`config.mk`:
```
export PLATFORM = sky130hd
export DESIGN_NAME = fb_scanout_reader
export DESIGN_NICKNAME = d
export VERILOG_FILES = /design/src/rtl/fb_pkg.sv /design/src/rtl/fb_word_fifo.sv /design/src/rtl/fb_scanout_reader.sv
export SDC_FILE = /design/constraint.sdc
export NUM_CORES = 1
export LEC_CHECK = 0
export ABC_CLOCK_PERIOD_IN_PS = 7000
export BUFFER_PORTS_ARGS = -buffer_cell sky130_fd_sc_hd__buf_2
export CAP_MARGIN = 25
export CORE_MARGIN = 3
export CORE_UTILIZATION = 56
export CTS_CLUSTER_SIZE = 14
export DETAILED_ROUTE_END_ITERATION = 8
export PLACE_DENSITY = 0.79
export SYNTH_ARGS = -nofsm -noshare
export SYNTH_HDL_FRONTEND = slang
export SYNTH_SLANG_ARGS = --single-unit
```
`constraint.sdc`:
```
create_clock -name clk -period 7 [get_ports clk]
set_clock_uncertainty 0.15 [all_clocks]
set_input_delay 1.4 -clock clk [delete_from_list [all_inputs] [get_ports clk]]
set_output_delay 1.4 -clock clk [all_outputs]
set_load 0.05 [all_outputs]
```
`src/rtl/fb_pkg.sv`:
```
// Shared definitions for the frame-buffer scan-out reader.
// Holds the controller state encoding, the fixed pixel packing (four
// 8-bit pixels per 32-bit memory word) and the default frame geometry
// (160x200 pixels at 8 bpp = 8000 words, 40 words per line).
package fb_pkg;

    typedef enum logic [1:0] {
        IDLE  = 2'd0,
        RUN   = 2'd1,
        DRAIN = 2'd2
    } fb_state_t;

    localparam int PIX_PER_WORD = 4;
    localparam int PIX_W        = 8;
    localparam int SEL_W        = $clog2(PIX_PER_WORD);

    localparam int DEF_ADDR_W      = 13;
    localparam int DEF_DATA_W      = PIX_PER_WORD * PIX_W;
    localparam int DEF_FRAME_WORDS = 8000;
    localparam int DEF_LINE_WORDS  = 40;
    localparam int DEF_FIFO_DEPTH  = 4;

endpackage

```
`src/rtl/fb_word_fifo.sv`:
```
// Synchronous show-ahead word FIFO.
// Ports:
//   clk, reset      - clock, synchronous active-high reset (clears pointers/count)
//   push, push_data - write a word; accepted when not full or when popping
//   pop             - remove the head word; ignored when empty
//   head            - current head word, valid whenever empty is low
//   full, empty     - occupancy flags
//   count           - number of stored words (0..DEPTH)
// DEPTH must be a power of two so the pointers wrap naturally.
module fb_word_fifo
    import fb_pkg::*;
#(
    parameter int DATA_W = DEF_DATA_W,
    parameter int DEPTH  = DEF_FIFO_DEPTH,
    localparam int PTR_W = $clog2(DEPTH),
    localparam int CNT_W = PTR_W + 1
) (
    input  logic              clk,
    input  logic              reset,
    input  logic              push,
    input  logic [DATA_W-1:0] push_data,
    input  logic              pop,
    output logic [DATA_W-1:0] head,
    output logic              full,
    output logic              empty,
    output logic [CNT_W-1:0]  count
);

    logic [DATA_W-1:0] mem [DEPTH];
    logic [PTR_W-1:0]  wr_ptr;
    logic [PTR_W-1:0]  rd_ptr;
    logic              do_push;
    logic              do_pop;

    assign empty   = (count == '0);
    assign full    = (count == CNT_W'(DEPTH));
    assign do_pop  = pop && !empty;
    // At full, a same-cycle pop frees the slot being written.
    assign do_push = push && (!full || do_pop);
    assign head    = mem[rd_ptr];

    always_ff @(posedge clk) begin
        if (reset) begin
            wr_ptr <= '0;
            rd_ptr <= '0;
            count  <= '0;
        end else begin
            if (do_push) wr_ptr <= wr_ptr + PTR_W'(1);
            if (do_pop)  rd_ptr <= rd_ptr + PTR_W'(1);
            count <= count + {{PTR_W{1'b0}}, do_push} - {{PTR_W{1'b0}}, do_pop};
        end
    end

    always_ff @(posedge clk) begin
        if (do_push) mem[wr_ptr] <= push_data;
    end

endmodule

```
`src/rtl/fb_scanout_reader.sv`:
```
// Frame-buffer scan-out reader: Avalon-MM read master plus pixel streamer.
// Sweeps word addresses 0..FRAME_WORDS-1 once per frame against a memory
// with fixed 1-cycle read latency, buffers words in a small FIFO and
// unpacks each word into four pixels, byte 0 first.
// Ports:
//   clk, reset          - clock, synchronous active-high reset
//   enable              - start a frame from IDLE; a started frame always completes
//   mem_address, mem_chipselect, mem_write, mem_byteenable
//                       - registered read-master outputs (write tied low, all bytes)
//   mem_readdata        - read data, valid the cycle after chipselect
//   pix_data/pix_valid/pix_ready - pixel stream
//   pix_sof, pix_eol    - first pixel of frame / last pixel of line, qualified by pix_valid
//   frame_done          - pulses in the cycle the last pixel of a frame is accepted
//   busy                - controller is not IDLE
// Stream handshake: a pixel transfers in a cycle where pix_valid and
// pix_ready are both high; while pix_valid is high and pix_ready low, the
// pixel and its markers are held unchanged.
module fb_scanout_reader
    import fb_pkg::*;
#(
    parameter int ADDR_W      = DEF_ADDR_W,
    parameter int DATA_W      = DEF_DATA_W,
    parameter int FRAME_WORDS = DEF_FRAME_WORDS,
    parameter int LINE_WORDS  = DEF_LINE_WORDS,
    parameter int FIFO_DEPTH  = DEF_FIFO_DEPTH
) (
    input  logic              clk,
    input  logic              reset,
    input  logic              enable,
    output logic [ADDR_W-1:0] mem_address,
    output logic              mem_chipselect,
    output logic              mem_write,
    output logic [3:0]        mem_byteenable,
    input  logic [DATA_W-1:0] mem_readdata,
    output logic [PIX_W-1:0]  pix_data,
    output logic              pix_valid,
    input  logic              pix_ready,
    output logic              pix_sof,
    output logic              pix_eol,
    output logic              frame_done,
    output logic              busy
);

    localparam int CNT_W = $clog2(FIFO_DEPTH) + 1;
    localparam int COL_W = (LINE_WORDS > 1) ? $clog2(LINE_WORDS) : 1;
    localparam logic [ADDR_W-1:0] LAST_WORD = ADDR_W'(FRAME_WORDS - 1);
    localparam logic [COL_W-1:0]  LAST_COL  = COL_W'(LINE_WORDS - 1);
    localparam logic [SEL_W-1:0]  LAST_SEL  = SEL_W'(PIX_PER_WORD - 1);

    fb_state_t         state;
    fb_state_t         state_d;
    logic [ADDR_W-1:0] rd_addr;
    logic [ADDR_W-1:0] rd_addr_d;
    logic [ADDR_W-1:0] addr_d;
    logic              cs_d;
    logic              inflight;
    logic [CNT_W-1:0]  fifo_count;
    logic [CNT_W:0]    pending;
    logic              fifo_full;
    logic              fifo_empty;
    logic [DATA_W-1:0] head;
    logic [SEL_W-1:0]  sel;
    logic [ADDR_W-1:0] out_word;
    logic [COL_W-1:0]  out_col;
    logic              accept;
    logic              word_done;
    logic              last_pix;

    assign mem_write      = 1'b0;
    assign mem_byteenable = 4'hF;
    assign busy           = (state != IDLE);

    // Words already committed to the FIFO: stored, returning this cycle
    // (inflight) and requested this cycle (chipselect). Issuing only while
    // this is below the depth keeps the FIFO from overflowing without
    // looking at pix_ready, so the mem_* registers see no stream path.
    assign pending = {1'b0, fifo_count}
                   + (CNT_W + 1)'(inflight)
                   + (CNT_W + 1)'(mem_chipselect);

    always_ff @(posedge clk) begin
        if (reset) begin
            state          <= IDLE;
            rd_addr        <= '0;
            mem_address    <= '0;
            mem_chipselect <= 1'b0;
            inflight       <= 1'b0;
        end else begin
            state          <= state_d;
            rd_addr        <= rd_addr_d;
            mem_address    <= addr_d;
            mem_chipselect <= cs_d;
            inflight       <= mem_chipselect;
        end
    end

    always_comb begin
        state_d   = state;
        rd_addr_d = rd_addr;
        addr_d    = mem_address;
        cs_d      = 1'b0;
        case (state)
            IDLE: begin
                if (enable) begin
                    state_d   = RUN;
                    rd_addr_d = '0;
                end
            end
            RUN: begin
                if (!fifo_full && (pending < (CNT_W + 1)'(FIFO_DEPTH))) begin
                    cs_d      = 1'b1;
                    addr_d    = rd_addr;
                    rd_addr_d = rd_addr + ADDR_W'(1);
                    if (rd_addr == LAST_WORD) state_d = DRAIN;
                end
            end
            DRAIN: begin
                if (last_pix) state_d = IDLE;
            end
            default: state_d = IDLE;
        endcase
    end

    fb_word_fifo #(
        .DATA_W (DATA_W),
        .DEPTH  (FIFO_DEPTH)
    ) u_fifo (
        .clk       (clk),
        .reset     (reset),
        .push      (inflight),
        .push_data (mem_readdata),
        .pop       (word_done),
        .head      (head),
        .full      (fifo_full),
        .empty     (fifo_empty),
        .count     (fifo_count)
    );

    assign pix_valid  = !fifo_empty;
    assign accept     = pix_valid && pix_ready;
    assign word_done  = accept && (sel == LAST_SEL);
    assign last_pix   = word_done && (out_word == LAST_WORD);
    assign pix_data   = head[int'(sel) * PIX_W +: PIX_W];
    assign pix_sof    = pix_valid && (out_word == '0) && (sel == '0);
    assign pix_eol    = pix_valid && (out_col == LAST_COL) && (sel == LAST_SEL);
    assign frame_done = last_pix;

    // Output-side position: byte within word, word within line and frame.
    always_ff @(posedge clk) begin
        if (reset) begin
            sel      <= '0;
            out_col  <= '0;
            out_word <= '0;
        end else if (accept) begin
            sel <= sel + SEL_W'(1);
            if (sel == LAST_SEL) begin
                out_col  <= (out_col == LAST_COL)   ? '0 : out_col + COL_W'(1);
                out_word <= (out_word == LAST_WORD) ? '0 : out_word + ADDR_W'(1);
            end
        end
    end

endmodule

```
---- Word level (Yosys, flattened, before mapping) ----
Memories as Yosys holds them, arrays and structs flattened. A register that Yosys moved wholly into a read port is not among the register bits.
Index checks and enable logic that the tools add are counted.
word-level totals
  flip-flop bits (word level) ............. 58
  memory bits (writable) .................. 128
  input bits .............................. 36
  memories ................................ 1
memories
  name        words  width  read ports  clocked after Yosys merged registers in  wr ports  line                RTL
  u_fifo.mem  4      32     1           1                                        1         fb_word_fifo.sv:29  logic [DATA_W-1:0] mem [DEPTH];
cells by class
  add/sub/neg operators ................... 10
  magnitude comparators ................... 1
  eq/ne operators ......................... 11
  shift-type cells ........................ 1
  mux-type cells .......................... 15
  bitwise logic cells ..................... 1
  reductions and logical operators ........ 24
operators with widths
  kind                   count
  $mux 13                3
  $shiftx 32x6->8        1
  $add 13x1->13 const B  2
  $eq 13x13->1 const B   2
  $pmux 13 s2            1
  $logic_not 13->1       1
  $mux 2                 6
  $logic_and 1x1->1      10
  $ne 2x2->1 const B     4
  $add 2x1->2 const B    3
  $add 6x1->6 const B    1
  $eq 6x6->1 const B     1
  $mux 6                 1
  $pmux 2 s3             1
  $add 3x1->4            1
  $add 4x1->4            1
  $eq 2x2->1 const B     2
  $logic_not 2->1        2
  $lt 4x3->1 const B     1
  $reduce_and 2->1       2
  $reduce_and 4->1       1
  $reduce_bool 2->1      2
  $add 3x1->3            1
  $eq 3x3->1 const B     1
  9 further kinds        12

---- Depth between registers and ports, before layout ----
Gate-level depths: netlist of run 1.
  depth in word-level cells ............... 9
  mapped depth ............................ 11
  gate-level depth less buffers ........... 10

---- Modules after synthesis ----
Synthesis of run 1 repeated with hierarchy kept, for this count alone.
unflattened totals
  cell total of the unflattened synthesis .. 499
  area total of the unflattened synthesis .. 7857.5 um^2
by module, submodules not included
  module             times used  cells each  area an instance (um^2)  sequential area each (um^2)
  fb_word_fifo       1           214         5198.7                   4023.9
  fb_scanout_reader  1           285         2658.8                   1021.0

---- Worst setup path before layout of run 1 ----
Ideal clock, no wire load.
  kind .................................... input to output
  start point ............................. input port pix_ready
  end point ............................... output port frame_done
  data arrival time ....................... 2.274 ns
  required time ........................... 5.450 ns
  slack ................................... 3.176 ns
  stages on the path ...................... 3
  buffers on the path ..................... 0
  cell sequence ........................... nand3_1 -> nor3b_2 -> and3_1
between the ends
  longest elaborated chain between the ends .. 3
ends and longest elaborated chain
  element            line                      RTL
  from (decl)        fb_scanout_reader.sv:37   input logic pix_ready,
  $logic_and 1x1->1  fb_scanout_reader.sv:140  assign accept = pix_valid && pix_ready;
  $logic_and 1x1->1  fb_scanout_reader.sv:141  assign word_done = accept && (sel == LAST_SEL);
  $logic_and 1x1->1  fb_scanout_reader.sv:142  assign last_pix = word_done && (out_word == LAST_WORD);
  to (decl)          fb_scanout_reader.sv:40   output logic frame_done,
No other way between the ends.

==> out/results.md, run 1 <==
| Parameter | Reported | Unit |
|---|---|---|
| Avg Cell Area, Syn | 15.32 | sq um |
| All-Layer GR Usage | 19.93 | % |
| Total die area | 0.01503 | sq mm |
| Clock sink total | 188 | - |
| Number of instances in the synthesized netlist | 497 | - |
| CP max stage delay | 0.64 | ns |
| Maximum count of clock buffers along a single path | 2 | - |
| Final #Nets | 614 | - |
| Slowest CP cell | dfxtp_2 | - |
| Number of enable flip-flop cells after synthesis | 128 | - |
| Static Leak | 3.106 | nW |
| Via-to-Cell Ratio | 5.750 | - |
| Largest net degree at the start of global routing | 33 | - |
| Clock-pin slew reported for the worst setup and hold paths after clock tree synthesis | 0.06 | ns |
| Run status | finished clean | - |
| Clock Latency Late Sink | 0.42 | ns |
| Synth Cell Area | 0.007612 | sq mm |
| FMAX | 242.7 | MHz |
| Final wirelength | 13870 | um |
| Number of endpoints failing setup at the final stage | 0 | - |
| Setup WS pre-CTS | 3.001 | ns |
| Worst-path maximum fanout | 19 | - |
| Max transition margin | 38.18 | % |
| Clock tree from TritonCTS | built | - |
| Max Cap Violations | 0 | - |
| Overflow left after global routing | 0 | - |
| Root Buffer Master | clkbuf_16 | - |
| Worst min-delay path class | reg -> reg | - |
| Worst setup margin | 2.880 | ns |
| Filler Cells Inserted | 891 | - |
| Flip-flop cell with the highest count after synthesis | edfxtp_1 | - |
| Initial core utilization | 58.89 | % |
| Worst voltage drop across the vdd grid | 0.0001521 | V |
| Number of buffer cells added on primary ports | 62 | - |
| Vertical die dimension | 122.6 | um |
| Worst Hold Slack | 0.3393 | ns |
| Arrival time of data at the critical path endpoint | 2.57 | ns |
| DP Wirelength | 8802 | um |
| Final Core Density | 67.04 | % |
| Layout overhead on the synthesized area | 13.86 | % |
| Fraction of layout cells with a size suffix above 1 | 24.48 | % |
| Share of the clock period used by the worst path after layout | 58.85 | % |
| TritonCTS Buffers | 17 | - |
| Register-to-register setup slack | 3.62 | ns |
| RSZ-0062 raised after global routing | false | - |
| Fin crit period | 4.120 | ns |
| Yosys warning total | 0 | - |
| Req. time, crit path | 5.45 | ns |
| Pin slew with the least headroom to its limit | 0.9238 | ns |
| Post-CTS sizing | 0 | - |
| Placer congestion estimate | 0.8915 | - |
| Io pins | 68 | - |
| Core Box Area | 0.01293 | sq mm |
| Clock H-tree levels | 4 | - |
| Residual DRC | 0 | - |
| Ordered list of cells on the worst path | buf_12 > mux4_2 > mux4_2 > buf_2 | - |
| Most frequent cell on the critical path | mux4_2 | - |
| Antenna violations before repair | 2 | - |
| Final Hold Viols | 0 | - |
| Synth async-reset ratio | 0 | % |
| Count of state elements after synthesis | 188 | - |
| Number of slew-limit violations in the final report | 0 | - |
| First-pass GRT wire length | 22460 | um |
| Post-CTS Hold Fix Bufs | 0 | - |
| Number of detailed-route iterations in the first pass | 5 | - |
| Number of rows created at floorplan | 41 | - |
| Start-to-end type of the worst setup path | reg -> out | - |
| Antenna violation net count after detailed routing | 0 | - |
| Drt initial violations | 318 | - |
| Die W | 122.6 | um |
| Via count of the first global-routing pass | 4402 | - |
| Pwr dens | 259.5 | mW/mm^2 |
| Setup crit start kind | flip-flop | - |
| Total number of vias | 4301 | - |
| Number of distinct library cells after synthesis | 47 | - |
| Total Neg Setup Slack | 0 | ns |
| CP Capture Type | output pin | - |
| Seq/Total Area, Yosys | 66.27 | % |
| Setup Buffers After CTS | 0 | - |
| Diodes inserted | 0 | - |
| Mean routed wirelength per cell | 18.54 | um |
==> layout make-up <==
type / count / area, sq um / share of cell area (%)
clock inverters: 11 / 143.9 / 1.660
repair buffers: 68 / 367.9 / 4.244
inverters: 17 / 63.81 / 0.7362
clock buffers: 21 / 440.4 / 5.082
flip-flops and latches: 188 / 5046 / 58.22
well taps: 172 / 215.2 / 2.483
multi-input cells: 271 / 2390 / 27.57
==> synth_stat cells (3+ instances only) <==
library cell | count | area share (%)
nand2_1 | 24 | 1.2
mux4_2 | 40 | 12
o21ai_0 | 5 | 0.33
nand4_1 | 7 | 0.58
a41oi_1 | 4 | 0.46
and3_1 | 10 | 0.82
buf_4 | 6 | 0.59
buf_1 | 3 | 0.15
nand3_1 | 15 | 0.99
inv_1 | 16 | 0.79
ha_1 | 14 | 2.3
buf_2 | 10 | 0.66
a21oi_1 | 12 | 0.79
edfxtp_1 | 128 | 50
clkbuf_1 | 5 | 0.25
o21a_1 | 4 | 0.39
nor4_1 | 3 | 0.25
dfxtp_1 | 60 | 16
xnor2_1 | 9 | 1.0
and2_1 | 8 | 0.66
a31oi_1 | 9 | 0.74
nor2_1 | 50 | 2.5
xor2_1 | 12 | 1.4
mux2i_1 | 14 | 1.8
==> layer usage <==
metal	wire, um	track usage [%]	up-vias
met3	736	4.470	28
met2	7000	32.60	139
li1	-	-	2005
met4	262	7.838	4
met1	5843	26.30	2125
met5	27	0	-
==> stage by stage <==
stage | cells | power (mW) | instance area (sq um)
after CTS | 748 | 2.265 | 8667
after detailed placement | 716 | 1.332 | 8083
final | 748 | 2.249 | 8667
after global placement | 715 | 1.328 | 8063
after global routing | 748 | 2.316 | 8667
after floorplan | 500 | 1.300 | 7624
==> power by group <==
group	total (mW)	switching [mW]	internal, mW
logic	0.104	0.0704	0.0338
registers	1.20	0.00675	1.20
clock network	0.941	0.381	0.561
total	2.25	0.458	1.79
==> flip-flops by register name, summed over array words and instances (netlist names), named ones only <==
register        cells
inflight            1
mem_address        13
mem_chipselect      1
out_col             6
out_word           13
rd_addr            13
sel                 2
state               2
u_fifo.count        3
u_fifo.mem        128
u_fifo.rd_ptr       2
u_fifo.wr_ptr       2
==> cells in the final DEF, fill, tap and decap left out, drive strengths merged, types with 2 or more instances in the layout <==
cell and count:
a21oi 13, a31oi 9, a41oi 4, and2 8
and3 10, buf 68, bufinv 3, clkbuf 21
clkinv 5, clkinvlp 2, conb 5, dfxtp 60
edfxtp 128, ha 14, inv 18, mux2i 14
mux4 40, nand2 24, nand3 15, nand4 7
nand4b 2, nor2 50, nor2b 2, nor3 3
nor4 4, o211ai 2, o21a 4, o21ai 6
or2 2, xnor2 9, xor2 12
==> kinds of logic after synthesis <==
| kind of cell | Yosys count | synth area share, % |
|---|---|---|
| AO/OA/AOI/OAI | 43 | 3.879 |
| XOR/XNOR | 21 | 2.416 |
| adder cells (fa/ha/maj) | 15 | 2.564 |
| buffers and inverters | 41 | 2.482 |
| flip-flops | 188 | 66.27 |
| multiplexers | 54 | 13.68 |
| other | 2 | 0.09866 |
| AND/OR/NAND/NOR | 133 | 8.613 |
==> critical path: cells and delay by family (launching register included) <==
| kind | cells | cell delay [ns] |
|---|---|---|
| muxes | 2 | 1.02 |
| buffers and inverters | 2 | 0.48 |
| DFF | 1 | 0.64 |
==> final timing paths <==
| kind | startpoint | to | cells after the start |
|---|---|---|---|
| setup / recovery | flip-flop | pix_data[3] | 4 |
| hold / removal | rd_addr[10] | rd_addr[10] | 1 |
| setup reg to reg | sel[1] | u_fifo.count[2] | 10 |
| hold reg to reg | rd_addr[10] | rd_addr[10] | 1 |
No activity file was read; power rests on OpenSTA's default activity.
==> run 2, diff against run 1 <==
--- a/config.mk
+++ b/config.mk
@@ -5,11 +5,12 @@
 export SDC_FILE = /design/constraint.sdc
 export NUM_CORES = 1
 export LEC_CHECK = 0
-export ABC_CLOCK_PERIOD_IN_PS = 7000
+export ABC_AREA = 1
+export ABC_CLOCK_PERIOD_IN_PS = 3550
 export BUFFER_PORTS_ARGS = -buffer_cell sky130_fd_sc_hd__buf_2
 export CAP_MARGIN = 25
 export CORE_MARGIN = 3
-export CORE_UTILIZATION = 56
+export CORE_UTILIZATION = 54
 export CTS_CLUSTER_SIZE = 14
 export DETAILED_ROUTE_END_ITERATION = 8
 export PLACE_DENSITY = 0.79
==> constraint.sdc (replaced) <==
create_clock -name clk -period 3.55 [get_ports clk]
set_clock_uncertainty 0.15 [all_clocks]
set_input_delay 0.71 -clock clk [delete_from_list [all_inputs] [get_ports clk]]
set_output_delay 0.71 -clock clk [all_outputs]
set_load 0.05 [all_outputs]
==> out/results.md, run 2 <==
| Parameter | Reported | Unit | Change |
|---|---|---|---|
| Fin crit period | 3.171 | ns |  |
| Residual DRC | 0 | - | unchanged |
| Number of buffer cells added on primary ports | 62 | - | unchanged |
| Worst setup margin | 0.3786 | ns | was 2.880 ns |
| Count of state elements after synthesis | 188 | - | unchanged |
| Number of endpoints failing setup at the final stage | 0 | - | unchanged |
| TritonCTS Buffers | 17 | - | unchanged |
| Antenna violation net count after detailed routing | 0 | - | unchanged |
| Drt initial violations | 597 | - | was 318 |
| Vertical die dimension | 129.6 | um | was 122.6 um |
| Placed Area | 0.008698 | sq mm | was 0.008083 sq mm |
| Post-CTS Hold Fix Bufs | 0 | - | unchanged |
| Final Core Density | 63.17 | % | was 67.04% |
| Register-to-register setup slack | 0.76 | ns | was 3.62 ns |
| Seq/Total Area, Yosys | 61.12 | % | was 66.27% |
| Io pins | 68 | - | unchanged |
| Final wirelength | 17040 | um | was 13870 um |
| Total die area | 0.01681 | sq mm | was 0.01503 sq mm |
| Mean routed wirelength per cell | 15.68 | um | was 18.54 um |
| Share of the clock period used by the worst path after layout | 89.33 | % |  |
| Maximum count of clock buffers along a single path | 2 | - | unchanged |
| Pwr dens | 509.4 | mW/mm^2 | was 259.5 mW/mm^2 |
| Overflow left after global routing | 0 | - | unchanged |
| Yosys warning total | 0 | - | unchanged |
| Most common cell after layout, fill and taps aside | nor2_1 | - | was edfxtp_1 |
| Largest net degree at the start of global routing | 66 | - | was 33 |
| Static Leak | 3.379 | nW | was 3.106 nW |
| Setup crit start kind | flip-flop | - | unchanged |
| CP max stage delay | 0.47 | ns | was 0.64 ns |
| Filler Cells Inserted | 1170 | - | was 891 |
| Number of instances in the synthesized netlist | 835 | - | was 497 |
| WP buf/inv | 2 | - | unchanged |
| Flip-flop cell with the highest count after synthesis | edfxtp_1 | - | unchanged |
| Max Cap Violations | 0 | - | unchanged |
| Sequential cell area | 0.005047 | sq mm | was 0.005046 sq mm |
| Post-CTS sizing | 0 | - | unchanged |
| Post-route design area | 0.009320 | sq mm | was 0.008667 sq mm |
| Final cell count without fillers | 1087 | - | was 748 |
| RSZ-0062 raised after global routing | false | - | unchanged |
| Final Hold Viols | 0 | - | unchanged |
| Core Box Area | 0.01475 | sq mm | was 0.01293 sq mm |
| Placer congestion estimate | 0.8915 | - | unchanged |
| Largest cells by area after synthesis | edfxtp_1 (47%), dfxtp_1 (15%), nor2_1 (7.0%), nand2_1 (5.5%), o21ai_0 (4.5%) | - | was edfxtp_1 (50%), dfxtp_1 (16%), mux4_2 (12%), nor2_1 (2.5%), ha_1 (2.3%) |
| Req. time, crit path | 2.69 | ns | was 5.45 ns |
| Synth Cell Area | 0.008254 | sq mm | was 0.007612 sq mm |
| Start-to-end type of the worst setup path | reg -> out | - | unchanged |
| Total Power Consumption | 4.748 | mW | was 2.249 mW |
| Final #Nets | 941 | - | was 614 |
| Pin slew with the least headroom to its limit | 0.5746 | ns | was 0.9238 ns |
| All-Layer GR Usage | 21.04 | % | was 19.93% |
| Via count of the first global-routing pass | 5587 | - | was 4402 |
| Slowest CP cell | buf_4 | - | was dfxtp_2 |
| Number of rows created at floorplan | 44 | - | was 41 |
| Clock tree from TritonCTS | built | - | unchanged |
| Die W | 129.6 | um | was 122.6 um |
| Register with the most flip-flops | u_fifo.mem | - | unchanged |
| Total number of vias | 6024 | - | was 4301 |
| Ordered list of cells on the worst path | buf_4 > o21ai_0 > o21ai_0 > o211ai_1 > nand2_1 > buf_2 | - | was buf_12 > mux4_2 > mux4_2 > buf_2 |
| Max transition margin | 61.69 | % | was 38.18% |
| Most frequently used cell type in the post-synthesis netlist | nor2_1 | - | was edfxtp_1 |
| Clock Latency Late Sink | 0.43 | ns | was 0.42 ns |
| Most used cells in the layout excluding fill and tap cells | nor2_1 (151), edfxtp_1 (128), nand2_1 (122) | - | was edfxtp_1 (128), buf_2 (62), dfxtp_1 (59) |
| CP Capture Type | output pin | - | unchanged |
| Top cells by count, synth | nor2_1 (155), edfxtp_1 (128), nand2_1 (122) | - | was edfxtp_1 (128), dfxtp_1 (60), nor2_1 (50) |
| Most frequent cell on the critical path | o21ai_0 | - | was mux4_2 |
| Number of enable flip-flop cells after synthesis | 128 | - | unchanged |
| First-pass GRT wire length | 27410 | um | was 22460 um |
| Run status | finished clean | - | unchanged |
| Number of detailed-route iterations in the first pass | 5 | - | unchanged |
| Antenna violations before repair | 2 | - | unchanged |
| Placed cell count | 1055 | - | was 716 |
| Clock-pin slew reported for the worst setup and hold paths after clock tree synthesis | 0.07 | ns | was 0.06 ns |
| Worst Hold Slack | 0.3039 | ns | was 0.3393 ns |
| Worst voltage drop across the vdd grid | 0.0003916 | V | was 0.0001521 V |
| Number of distinct library cells after synthesis | 39 | - | was 47 |
| Total Neg Setup Slack | 0 | ns | unchanged |
| DP Wirelength | 10840 | um | was 8802 um |
| Delay-heaviest family, CP | buffers and inverters | - | was multiplexers |
| Setup Buffers After CTS | 0 | - | unchanged |
| Initial core utilization | 55.94 | % | was 58.89% |
| Worst-path maximum fanout | 65 | - | was 19 |
| Number of slew-limit violations in the final report | 0 | - | unchanged |
| Arrival time of data at the critical path endpoint | 2.31 | ns | was 2.57 ns |
| Via-to-Cell Ratio | 5.542 | - | was 5.750 |
| Worst min-delay path class | reg -> reg | - | unchanged |
| Synth async-reset ratio | 0 | % | unchanged |
| Fraction of layout cells with a size suffix above 1 | 15.52 | % | was 24.48% |
| Root Buffer Master | clkbuf_16 | - | unchanged |
| Setup WS pre-CTS | 0.7617 | ns | was 3.001 ns |
| Clock sink total | 188 | - | unchanged |
| Avg Cell Area, Syn | 9.885 | sq um | was 15.32 sq um |
| Max FFs per register | 128 | - | unchanged |
| FMAX | 315.3 | MHz |  |
| Clock H-tree levels | 4 | - | unchanged |
| Post-synth top area share | 46.57 | % | was 50.49% |
| Area leader, netlist | edfxtp_1 | - | unchanged |
| Layout overhead on the synthesized area | 12.91 | % | was 13.86% |
| Footprint of the multi-input gates | 0.002763 | sq mm | was 0.002390 sq mm |
==> run 2: where the power goes <==
group	internal, mW	switching (mW)
registers	2.38	0.0387
logic	0.0948	0.261
clock network	1.18	0.790
==> run 2: cell type report <==
cell class / instances / share of cell area (%)
flip-flops and latches: 188 / 54.15
multi-input cells: 545 / 29.64
clock buffers: 18 / 4.605
repair buffers: 74 / 4.430
inverters: 64 / 2.631
well taps: 184 / 2.470
clock inverters: 13 / 2.041
diodes: 1 / 0.02685
==> run 2: worst paths after layout <==
path	cells after the start	startpoint	to
hold reg to reg	2	mem_chipselect	inflight
hold / removal	2	mem_chipselect	inflight
setup / recovery	6	flip-flop	pix_data[2]
setup reg to reg	10	sel[1]	u_fifo.count[2]
==> run 2: cells by family (layout without fill, tap and decap cells) <==
kind of cell             after synthesis  in the layout  synth area share (%)
AO/OA/AOI/OAI                        161            161                 11.16
adder cells (fa/ha/maj)               15             15                 2.365
flip-flops                           188            188                 61.12
XOR/XNOR                               4              4                0.4245
AND/OR/NAND/NOR                      360            360                 18.93
other                                  2              6               0.09098
buffers and inverters                105            169                 5.912
==> run 2: worst reg2reg max path, stage by stage, from the launching register on <==
cell and delay (ns):
dfxtp_1 0.64, ha_1 0.32, nand3_4 0.27, inv_4 0.22
ha_1 0.25, inv_1 0.05, ha_1 0.13, inv_1 0.05
fa_1 0.38, xnor2_1 0.17, nor2_1 0.05
==> run 2: routing by layer <==
metal | global-route usage [%] | vias to the layer above | share of wire (%) | wire length [um]
li1 | - | 2946 | - | -
met1 | 28.38 | 2832 | 44 | 7452
met2 | 32.70 | 206 | 47 | 8050
met3 | 4.823 | 38 | 5.9 | 1013
met4 | 9.535 | 2 | 3.0 | 519
met5 | 0 | - | 0.041 | 7
==> run 3, diff against run 2 <==
--- a/config.mk
+++ b/config.mk
@@ -9,7 +9,7 @@
 export ABC_CLOCK_PERIOD_IN_PS = 3550
 export BUFFER_PORTS_ARGS = -buffer_cell sky130_fd_sc_hd__buf_2
 export CAP_MARGIN = 25
-export CORE_MARGIN = 3
+export CORE_MARGIN = 2
 export CORE_UTILIZATION = 54
 export CTS_CLUSTER_SIZE = 14
 export DETAILED_ROUTE_END_ITERATION = 8
==> out/results.md, run 3 (synthesis gave the netlist of run 2 again) <==
| Parameter | Reported | Unit | Change |
|---|---|---|---|
| Run status | finished clean | - | unchanged |
| FMAX | 313.4 | MHz | was 315.3 MHz |
| Via-to-Cell Ratio | 5.521 | - | was 5.542 |
| Static Leak | 3.362 | nW | was 3.379 nW |
| Register with the most flip-flops | u_fifo.mem | - | unchanged |
| Req. time, crit path | 2.69 | ns | about the same |
| Fraction of layout cells with a size suffix above 1 | 15.74 | % | was 15.52% |
| Number of rows created at floorplan | 45 | - | was 44 |
| Most common cell after layout, fill and taps aside | nor2_1 | - | unchanged |
| Worst Hold Slack | 0.3112 | ns | was 0.3039 ns |
| Residual DRC | 0 | - | unchanged |
| CP Capture Type | output pin | - | unchanged |
| Arrival time of data at the critical path endpoint | 2.33 | ns | was 2.31 ns |
| Worst min-delay path class | reg -> reg | - | unchanged |
| Total number of vias | 6023 | - | was 6024 |
| Setup Buffers After CTS | 0 | - | unchanged |
| Worst reg-to-reg path cell count | 10 | - | unchanged |
| DP Wirelength | 10710 | um | was 10840 um |
| Via count of the first global-routing pass | 5662 | - | was 5587 |
| Clock H-tree levels | 4 | - | unchanged |
| Most used cells in the layout excluding fill and tap cells | nor2_1 (151), edfxtp_1 (128), nand2_1 (122) | - | unchanged |
| Number of endpoints failing setup at the final stage | 0 | - | unchanged |
| Final Hold Viols | 0 | - | unchanged |
| Total die area | 0.01629 | sq mm | was 0.01681 sq mm |
| Overflow left after global routing | 0 | - | unchanged |
| Pwr dens | 497.2 | mW/mm^2 | was 509.4 mW/mm^2 |
| Post-CTS Hold Fix Bufs | 0 | - | unchanged |
| CP Depth | 6 | - | unchanged |
| RSZ-0062 raised after global routing | false | - | unchanged |
| Share of the clock period used by the worst path after layout | 89.87 | % | was 89.33% |
| Start-to-end type of the worst setup path | reg -> out | - | unchanged |
| Max FFs per register | 128 | - | unchanged |
| WP buf/inv | 2 | - | unchanged |
| Layout overhead on the synthesized area | 12.55 | % | was 12.91% |
| Largest net degree at the start of global routing | 44 | - | was 66 |
| Die W | 127.6 | um | was 129.6 um |
| Fin crit period | 3.190 | ns | was 3.171 ns |
| CP max stage delay | 0.58 | ns | was 0.47 ns |
| Pin slew with the least headroom to its limit | 0.5742 | ns | was 0.5746 ns |
| Clock-pin slew reported for the worst setup and hold paths after clock tree synthesis | 0.07 | ns | about the same |
| Setup WS pre-CTS | 0.7150 | ns | was 0.7617 ns |
| Maximum count of clock buffers along a single path | 2 | - | unchanged |
| Delay-heaviest family, CP | buffers and inverters | - | unchanged |
| All-Layer GR Usage | 21.97 | % | was 21.04% |
| Slowest CP cell | dfxtp_2 | - | was buf_4 |
| Placer congestion estimate | 0.8822 | - | was 0.8915 |
| Final wirelength | 17150 | um | was 17040 um |
| Worst setup margin | 0.3595 | ns | was 0.3786 ns |
| Number of buffer cells added on primary ports | 62 | - | unchanged |
| Initial core utilization | 54.70 | % | was 55.94% |
| Clock Latency Late Sink | 0.43 | ns | about the same |
| Antenna violations before repair | 1 | - | was 2 |
| Number of stages on the worst hold path | 2 | - | unchanged |
| Final Core Density | 61.57 | % | was 63.17% |
| Max Cap Violations | 0 | - | unchanged |
| TritonCTS Buffers | 17 | - | unchanged |
| Number of detailed-route iterations in the first pass | 5 | - | unchanged |
| Root Buffer Master | clkbuf_16 | - | unchanged |
| Final #Nets | 940 | - | was 941 |
| Vertical die dimension | 127.6 | um | was 129.6 um |
| Worst voltage drop across the vdd grid | 0.0003371 | V | was 0.0003916 V |
| Max transition margin | 61.68 | % | was 61.69% |
| Setup crit start kind | flip-flop | - | unchanged |
| Ordered list of cells on the worst path | buf_4 > o21ai_0 > o211ai_1 > nand3_1 > nand2_1 > buf_2 | - | was buf_4 > o21ai_0 > o21ai_0 > o211ai_1 > nand2_1 > buf_2 |
| Drt initial violations | 623 | - | was 597 |
| Clock sink total | 188 | - | unchanged |
| Io pins | 68 | - | unchanged |
| Worst-path maximum fanout | 43 | - | was 65 |
| Mean routed wirelength per cell | 15.72 | um | was 15.68 um |
| Total Power Consumption | 4.619 | mW | was 4.748 mW |
| First-pass GRT wire length | 28030 | um | was 27410 um |
| Core Box Area | 0.01509 | sq mm | was 0.01475 sq mm |
| Total Neg Setup Slack | 0 | ns | unchanged |
| Number of slew-limit violations in the final report | 0 | - | unchanged |
| Post-CTS sizing | 0 | - | unchanged |
| Clock tree from TritonCTS | built | - | unchanged |
| Antenna violation net count after detailed routing | 0 | - | unchanged |
## run 3: cell count changes in the layout (fill, tap and decap cells not counted), sizes merged
cell	before	now
inv	66	71
bufinv	4	1
buf	74	73
clkbuf	18	17
clkinv	5	6
clkinvlp	2	1
## run 3: layout make-up
cell class / count / area (sq um)
Clock buffer: 17 / 425.4
Antenna cell: 1 / 2.502
Fill cell: 1226 / 5799
Clock inverter: 15 / 153.9
Timing Repair Buffer: 73 / 417.9
Sequential cell: 188 / 5047
Tap cell: 188 / 235.2
Inverter: 64 / 245.2
Multi-Input combinational cell: 545 / 2763
## run 3: where the power goes
| part | total (mW) | leakage [nW] | internal (mW) | switching (mW) |
|---|---|---|---|---|
| registers | 2.42 | 1.64 | 2.38 | 0.0392 |
| logic | 0.357 | 1.44 | 0.0940 | 0.263 |
| clock network | 1.84 | 0.286 | 0.995 | 0.848 |
## run 3: routing by layer
layer  GRT usage, %  wire [um]  part of all wire, %  vias up
met1          29.51       7410                   43     2864
met3          5.151       1050                  6.1       24
met5              0          0                    0        -
met2          35.33       8437                   49      181
li1               -          -                    -     2954
met4          7.628        253                  1.5        0
## run 3: path summary, 6_finish.rpt
path | slack (ns) | start | end
setup / recovery | 0.36 | flip-flop | pix_data[4]
hold / removal | 0.31 | mem_address[11] | mem_address[11]
setup reg to reg | 0.69 | sel[1] | u_fifo.count[2]
hold reg to reg | 0.31 | mem_address[11] | mem_address[11]
## run 3: per-stage QoR
step / std cells / instance area (sq um)
6_report: 1091 / 9290
5_1_grt: 1090 / 9288
4_1_cts: 1090 / 9288
3_5_place_dp: 1058 / 8708
3_3_place_gp: 1058 / 8708
2_1_floorplan: 838 / 8265
## run 3: worst reg2reg max path, stage by stage, from the launching register on
cell and delay, ns:
dfxtp_1 0.68, ha_1 0.33, nand3_4 0.28, inv_4 0.23, ha_1 0.25, inv_1 0.06
ha_1 0.13, inv_1 0.05, fa_1 0.37, xnor2_1 0.16, nor2_1 0.05
